<file path="config.mk">
export PLATFORM = sky130hd
export DESIGN_NAME = conv_stream_feeder
export DESIGN_NICKNAME = d
export VERILOG_FILES = /design/src/rtl/conv_stream_feeder.sv
export SDC_FILE = /design/constraint.sdc
export NUM_CORES = 2
export LEC_CHECK = 0
export BUFFER_PORTS_ARGS = -buffer_cell sky130_fd_sc_hd__buf_2
export CAP_MARGIN = 10
export CELL_PAD_IN_SITES_DETAIL_PLACEMENT = 0
export CELL_PAD_IN_SITES_GLOBAL_PLACEMENT = 1
export CORE_AREA = 2 2 354 356
export CTS_BUF_LIST = sky130_fd_sc_hd__clkbuf_8
export DETAILED_ROUTE_END_ITERATION = 6
export DIE_AREA = 0 0 356 358
export PLACE_DENSITY_LB_ADDON = 0.15
export SYNTH_ARGS = -nofsm -noshare
export SYNTH_HDL_FRONTEND = slang
export SYNTH_SLANG_ARGS = --single-unit
</file>
<file path="constraint.sdc">
create_clock -name M_AXIS_ACLK -period 4.35 [get_ports M_AXIS_ACLK]
set_clock_uncertainty 0.2 [all_clocks]
set_input_delay 0.2175 -clock M_AXIS_ACLK [delete_from_list [all_inputs] [get_ports M_AXIS_ACLK]]
set_output_delay 0.2175 -clock M_AXIS_ACLK [all_outputs]
set_load 0.1 [all_outputs]
</file>
<file path="src/rtl/conv_stream_feeder.sv">
// AXI-Stream master feeding conv1D: a weight frame, an idle gap, then a data frame
// read from internal buffers that are loaded through the cfg write port while idle.
module conv_stream_feeder #(
  parameter int DATA_W       = 16,
  parameter int KERNEL_LEN   = 9,
  parameter int MAX_DATA_LEN = 64,
  parameter int GAP_CYCLES   = 2,
  localparam int AW = (MAX_DATA_LEN > 1) ? $clog2(MAX_DATA_LEN) : 1
) (
  input  logic                M_AXIS_ACLK,
  input  logic                M_AXIS_ARESETN,
  input  logic                cfg_wr_en,
  input  logic                cfg_wr_sel,
  input  logic [AW-1:0]       cfg_wr_addr,
  input  logic [DATA_W-1:0]   cfg_wr_data,
  input  logic [AW:0]         data_len,
  input  logic                start,
  output logic                busy,
  output logic                done,
  output logic                M_AXIS_TVALID,
  output logic [DATA_W-1:0]   M_AXIS_TDATA,
  output logic [DATA_W/8-1:0] M_AXIS_TKEEP,
  output logic                M_AXIS_TLAST,
  input  logic                M_AXIS_TREADY
);

  localparam int KW = (KERNEL_LEN > 1) ? $clog2(KERNEL_LEN) : 1;
  localparam int MX = (KERNEL_LEN > MAX_DATA_LEN) ? KERNEL_LEN : MAX_DATA_LEN;
  localparam int IW = (MX > 1) ? $clog2(MX) : 1;
  localparam int GW = (GAP_CYCLES > 1) ? $clog2(GAP_CYCLES) : 1;
  localparam int LW = AW + 1;

  typedef enum logic [2:0] {S_IDLE, S_SEND_W, S_GAP, S_SEND_D, S_FINISH} state_t;

  state_t            state_q, state_d;
  logic [IW-1:0]     idx_q, idx_d;
  logic [GW-1:0]     gap_q, gap_d;
  logic [LW-1:0]     len_q, len_d;
  logic              tvalid_q, tvalid_d;
  logic [DATA_W-1:0] tdata_q, tdata_d;
  logic              tlast_q, tlast_d;
  logic              done_q, done_d;

  logic [DATA_W-1:0] wmem [2**KW];
  logic [DATA_W-1:0] dmem [2**AW];

  logic              wr_ok, wr_w, wr_d, hs, w_last, d_last;
  logic [KW-1:0]     wr_waddr;
  logic [IW-1:0]     idx_inc;
  logic [LW-1:0]     len_in;
  logic [DATA_W-1:0] w_first, w_nxt, d_first, d_nxt;

  assign busy     = (state_q != S_IDLE);
  assign wr_waddr = KW'(cfg_wr_addr);
  assign wr_ok    = cfg_wr_en && !busy;
  assign wr_w     = wr_ok && !cfg_wr_sel && (int'(cfg_wr_addr) < KERNEL_LEN);
  assign wr_d     = wr_ok &&  cfg_wr_sel && (int'(cfg_wr_addr) < MAX_DATA_LEN);

  always_ff @(posedge M_AXIS_ACLK) begin
    if (wr_w) wmem[wr_waddr] <= cfg_wr_data;
    if (wr_d) dmem[cfg_wr_addr] <= cfg_wr_data;
  end

  // A weight-0 write in the start cycle is forwarded so the first beat carries it.
  assign w_first = (wr_w && wr_waddr == '0) ? cfg_wr_data : wmem[KW'(0)];
  assign d_first = dmem[AW'(0)];
  assign idx_inc = idx_q + IW'(1);
  assign w_nxt   = wmem[idx_inc[KW-1:0]];
  assign d_nxt   = dmem[idx_inc[AW-1:0]];
  assign len_in  = (data_len > LW'(MAX_DATA_LEN)) ? LW'(MAX_DATA_LEN) : data_len;
  assign hs      = tvalid_q && M_AXIS_TREADY;
  assign w_last  = (int'(idx_q) == KERNEL_LEN - 1);
  assign d_last  = (int'(idx_q) == int'(len_q) - 1);

  always_comb begin
    state_d  = state_q;
    idx_d    = idx_q;
    gap_d    = gap_q;
    len_d    = len_q;
    tvalid_d = tvalid_q;
    tdata_d  = tdata_q;
    tlast_d  = tlast_q;
    done_d   = 1'b0;
    case (state_q)
      S_IDLE: begin
        if (start) begin
          state_d  = S_SEND_W;
          idx_d    = '0;
          len_d    = len_in;
          tvalid_d = 1'b1;
          tdata_d  = w_first;
          tlast_d  = (KERNEL_LEN == 1);
        end
      end
      S_SEND_W: begin
        if (hs) begin
          if (w_last) begin
            tvalid_d = 1'b0;
            tdata_d  = '0;
            tlast_d  = 1'b0;
            idx_d    = '0;
            if (GAP_CYCLES > 0) begin
              state_d = S_GAP;
              gap_d   = '0;
            end else if (len_q == '0) begin
              state_d = S_FINISH;
              done_d  = 1'b1;
            end else begin
              state_d  = S_SEND_D;
              tvalid_d = 1'b1;
              tdata_d  = d_first;
              tlast_d  = (len_q == LW'(1));
            end
          end else begin
            idx_d   = idx_inc;
            tdata_d = w_nxt;
            tlast_d = (int'(idx_inc) == KERNEL_LEN - 1);
          end
        end
      end
      S_GAP: begin
        if (int'(gap_q) == GAP_CYCLES - 1) begin
          gap_d = '0;
          if (len_q == '0) begin
            state_d = S_FINISH;
            done_d  = 1'b1;
          end else begin
            state_d  = S_SEND_D;
            tvalid_d = 1'b1;
            tdata_d  = d_first;
            tlast_d  = (len_q == LW'(1));
          end
        end else begin
          gap_d = gap_q + GW'(1);
        end
      end
      S_SEND_D: begin
        if (hs) begin
          if (d_last) begin
            state_d  = S_FINISH;
            done_d   = 1'b1;
            tvalid_d = 1'b0;
            tdata_d  = '0;
            tlast_d  = 1'b0;
            idx_d    = '0;
          end else begin
            idx_d   = idx_inc;
            tdata_d = d_nxt;
            tlast_d = (int'(idx_inc) == int'(len_q) - 1);
          end
        end
      end
      S_FINISH: state_d = S_IDLE;
      default:  state_d = S_IDLE;
    endcase
  end

  always_ff @(posedge M_AXIS_ACLK) begin
    if (!M_AXIS_ARESETN) begin
      state_q  <= S_IDLE;
      idx_q    <= '0;
      gap_q    <= '0;
      len_q    <= '0;
      tvalid_q <= 1'b0;
      tdata_q  <= '0;
      tlast_q  <= 1'b0;
      done_q   <= 1'b0;
    end else begin
      state_q  <= state_d;
      idx_q    <= idx_d;
      gap_q    <= gap_d;
      len_q    <= len_d;
      tvalid_q <= tvalid_d;
      tdata_q  <= tdata_d;
      tlast_q  <= tlast_d;
      done_q   <= done_d;
    end
  end

  assign done          = done_q;
  assign M_AXIS_TVALID = tvalid_q;
  assign M_AXIS_TDATA  = tdata_q;
  assign M_AXIS_TLAST  = tlast_q;
  assign M_AXIS_TKEEP  = {(DATA_W/8){tvalid_q}};

endmodule

</file>
==> impl_metrics.tcl <==
set metrics [dict create \
    outcome "finished, final reports clean" \
    synth_top_family_by_area "multiplexers" \
    worstSetupPathType "flop to flop" \
    synth-compound-area-share 0.03538 \
    htree_levels 4 \
    tns_ns 0 \
    holdCritPathClass "input port to flop" \
    die_h_um 358 \
    nets 3134 \
    cp.required_ns 4.92 \
    post_drt_wl_per_cell_um 29.55 \
    core_um2 123300 \
    postSynthCellCount 2635 \
    startpoint_type "flop" \
    cts_buffers 213 \
    yosysTopAreaCell "edfxtp_1" \
    synth_common_cells "edfxtp_1 (1280), mux4_2 (289), mux2i_1 (202)" \
    multi_input_area_um2 13110 \
    seq_area_frac_synth 0.7422 \
    start_util 0.4278 \
    regArea_um2 39160 \
    maxSlewViolCount 0 \
    synth_cell_types 78 \
    worst_pin_slew_ns 1.165 \
    drcViolationCount 0 \
    yosys.area_share.simple 0.03301 \
    drtIter0Drc 3121 \
    place.gp.congestion 0.8803 \
    vias 27922 \
    crit_arrival_ns 4.64 \
    yosys.area_share.xor_xnor 0.003581 \
    async_flop_share 0 \
    cellPowerDensity_nw_per_um2 484.8 \
    wl_um 145400 \
    fin_crit_sh 0.9342 \
    grt_start_max_net_pins 81 \
    synth-edff-count 1280 \
    max-slew-margin-rel 0.2107 \
    ys.flop_type "edfxtp_1" \
    stdcell_count 4921 \
    first_global_vias 28291 \
    vias_per_cell 5.674 \
    rsz0062_at_grt "false" \
    synth_fa_ha_area_frac 0.001423 \
    num-fill-cells 10262 \
    end_kind "flop" \
    timing.critical_path.fanout_max 31 \
    final_area_um2 60860 \
    grt_remaining_overflow 0 \
    clkLatencyLatePin_ns 0.93 \
    die_w_um 356 \
    min_period_ns 4.064 \
    hold_violations 0 \
    postRouteAntennaNets 0 \
    yosys_register_bits 1316 \
    cts.path.max_buffers 3 \
    syn_to_final_growth_pct 15.35 \
    synth_top_area_frac 0.7285 \
    grt_pass1_wl_um 207700 \
    synth.most_common_cell "edfxtp_1" \
    syn_avg_cell_area_um2 20.02 \
    cts.sinks 1316 \
    drive_gt1_frac 0.2580 \
    p_total_uw 29500 \
    yosysWarnings 0 \
    io_buffers 56 \
    place_area_um2 56170 \
    place_hpwl_um 89890 \
    placed_cells 4452 \
    rows 129 \
    io-pin-count 57 \
    clk_pin_slew_worst_paths_ns 0.07 \
    drv_cap 0 \
    grtUsageTotal 0.2303 \
    cts-root-buf "clkbuf_8" \
    antenna_found_initial 6 \
    cts_tree "yes" \
    fmax_mhz 246.1 \
    setup_viol 0 \
    synthMuxAreaShare 0.1655 \
    ir_worst_vdd_v 0.0005163 \
    synth_area_um2 52760 \
    yosys-top-cells-area "edfxtp_1 (73%), mux4_2 (12%), mux2i_1 (3.8%), dfxtp_1 (1.4%), nand2_1 (0.88%)" \
    firstDrtPassIters 5 \
    leakagePower_uw 0.01928 \
    die-area_um2 127400 \
]
## logic make-up (layout without fill, tap and decap cells)
family          after synthesis  in the layout
xor+xnor                     17             17
mux                         509            509
buf+inv                     177            706
fa+ha+maj                     6              6
simple gates                376            376
compound gates              233            233
flops                      1316           1316
other cells                   1            121
## per-layer routing
metal  GRT usage  vias to the layer above  part of all wire
met5           0                        -                 0
met4     0.05772                        0             0.018
met3     0.05252                      187             0.071
met2      0.3638                     1074              0.47
met1      0.3256                    14856              0.44
li1            -                    11805                 -
## critical path, cell delays in order, from the launching register on
cell	delay (ns)
dfxtp_1	0.45
inv_1	0.11
ha_4	0.61
buf_12	0.27
buf_12	0.26
buf_12	0.20
mux4_2	0.30
nand2_1	0.10
nand2_1	0.13
o2bb2ai_1	0.31
nor4_1	0.73
a211oi_2	0.15
## layout make-up
class,count,area share
multi-input combinational,1253,0.2154
clock buffer,220,0.04975
tap,1637,0.03365
clock inverter,177,0.01630
antenna,9,0.0003701
inverter,15,0.0009251
sequential,1316,0.6435
timing repair buffer,294,0.04017
## final timing paths
| path | cells past startpoint | from | endpoint | slack (ns) |
|---|---|---|---|---|
| max reg2reg | 11 | idx_q[1] | M_AXIS_TDATA[9] | 0.29 |
| min | 2 | cfg_wr_data[5] | dmem[51][5] | 0.15 |
| min reg2reg | 1 | gap_q | gap_q | 0.30 |
| max | 11 | idx_q[1] | M_AXIS_TDATA[9] | 0.29 |
## stage by stage
step | setup WS (ns) | hold WS (ns) | util
final | 0.2863 | 0.1483 | 0.4935
after global routing | 0.07314 | 0.09542 | 0.4934
after CTS | 0.004203 | 0.05465 | 0.4932
after detailed placement | 0.08427 | 0.2914 | 0.4555
after global placement | 0.1344 | 0.2637 | 0.4554
after floorplan | 0.8050 | 0.1164 | -
## layout by cell type, fill, tap and decap left out, types with 35 or more instances in the layout
master         synthesis  layout
buf_4                 34     155
buf_2                 69      58
nand3_1               36      36
nand2_1              124     124
inv_1                 13      90
mux4_2               289     289
clkbuf_8               0     220
dlygate4sd3_1          0      63
edfxtp_1            1280    1280
conb_1                 1     112
dfxtp_1               36      35
clkinv_1               1      58
nor2_1               114     114
mux2i_1              202     202
## flip-flops by register name (all words and copies together) (netlist names)
signal / flops
M_AXIS_TLAST: 1
wmem: 256
M_AXIS_TDATA: 16
state_q: 3
idx_q: 6
gap_q: 1
done: 1
len_q: 7
M_AXIS_TVALID: 1
dmem: 1024
## report_power, final
part / internal (uW) / total [uW] / switching (uW) / leakage, uW
registers: 14100 / 14400 / 234 / 0.0119
logic: 1850 / 5040 / 3200 / 0.00506
clock network: 5180 / 10100 / 4910 / 0.00233
total: 21200 / 29500 / 8340 / 0.0193
## timing repair
item	CTS	global route
hold buffers	63	0
setup buffers	0	0
hold endpoints to repair	1127	0
gates resized for setup	0	3
setup endpoints to repair	0	3
(Power assumes the default switching activity.)
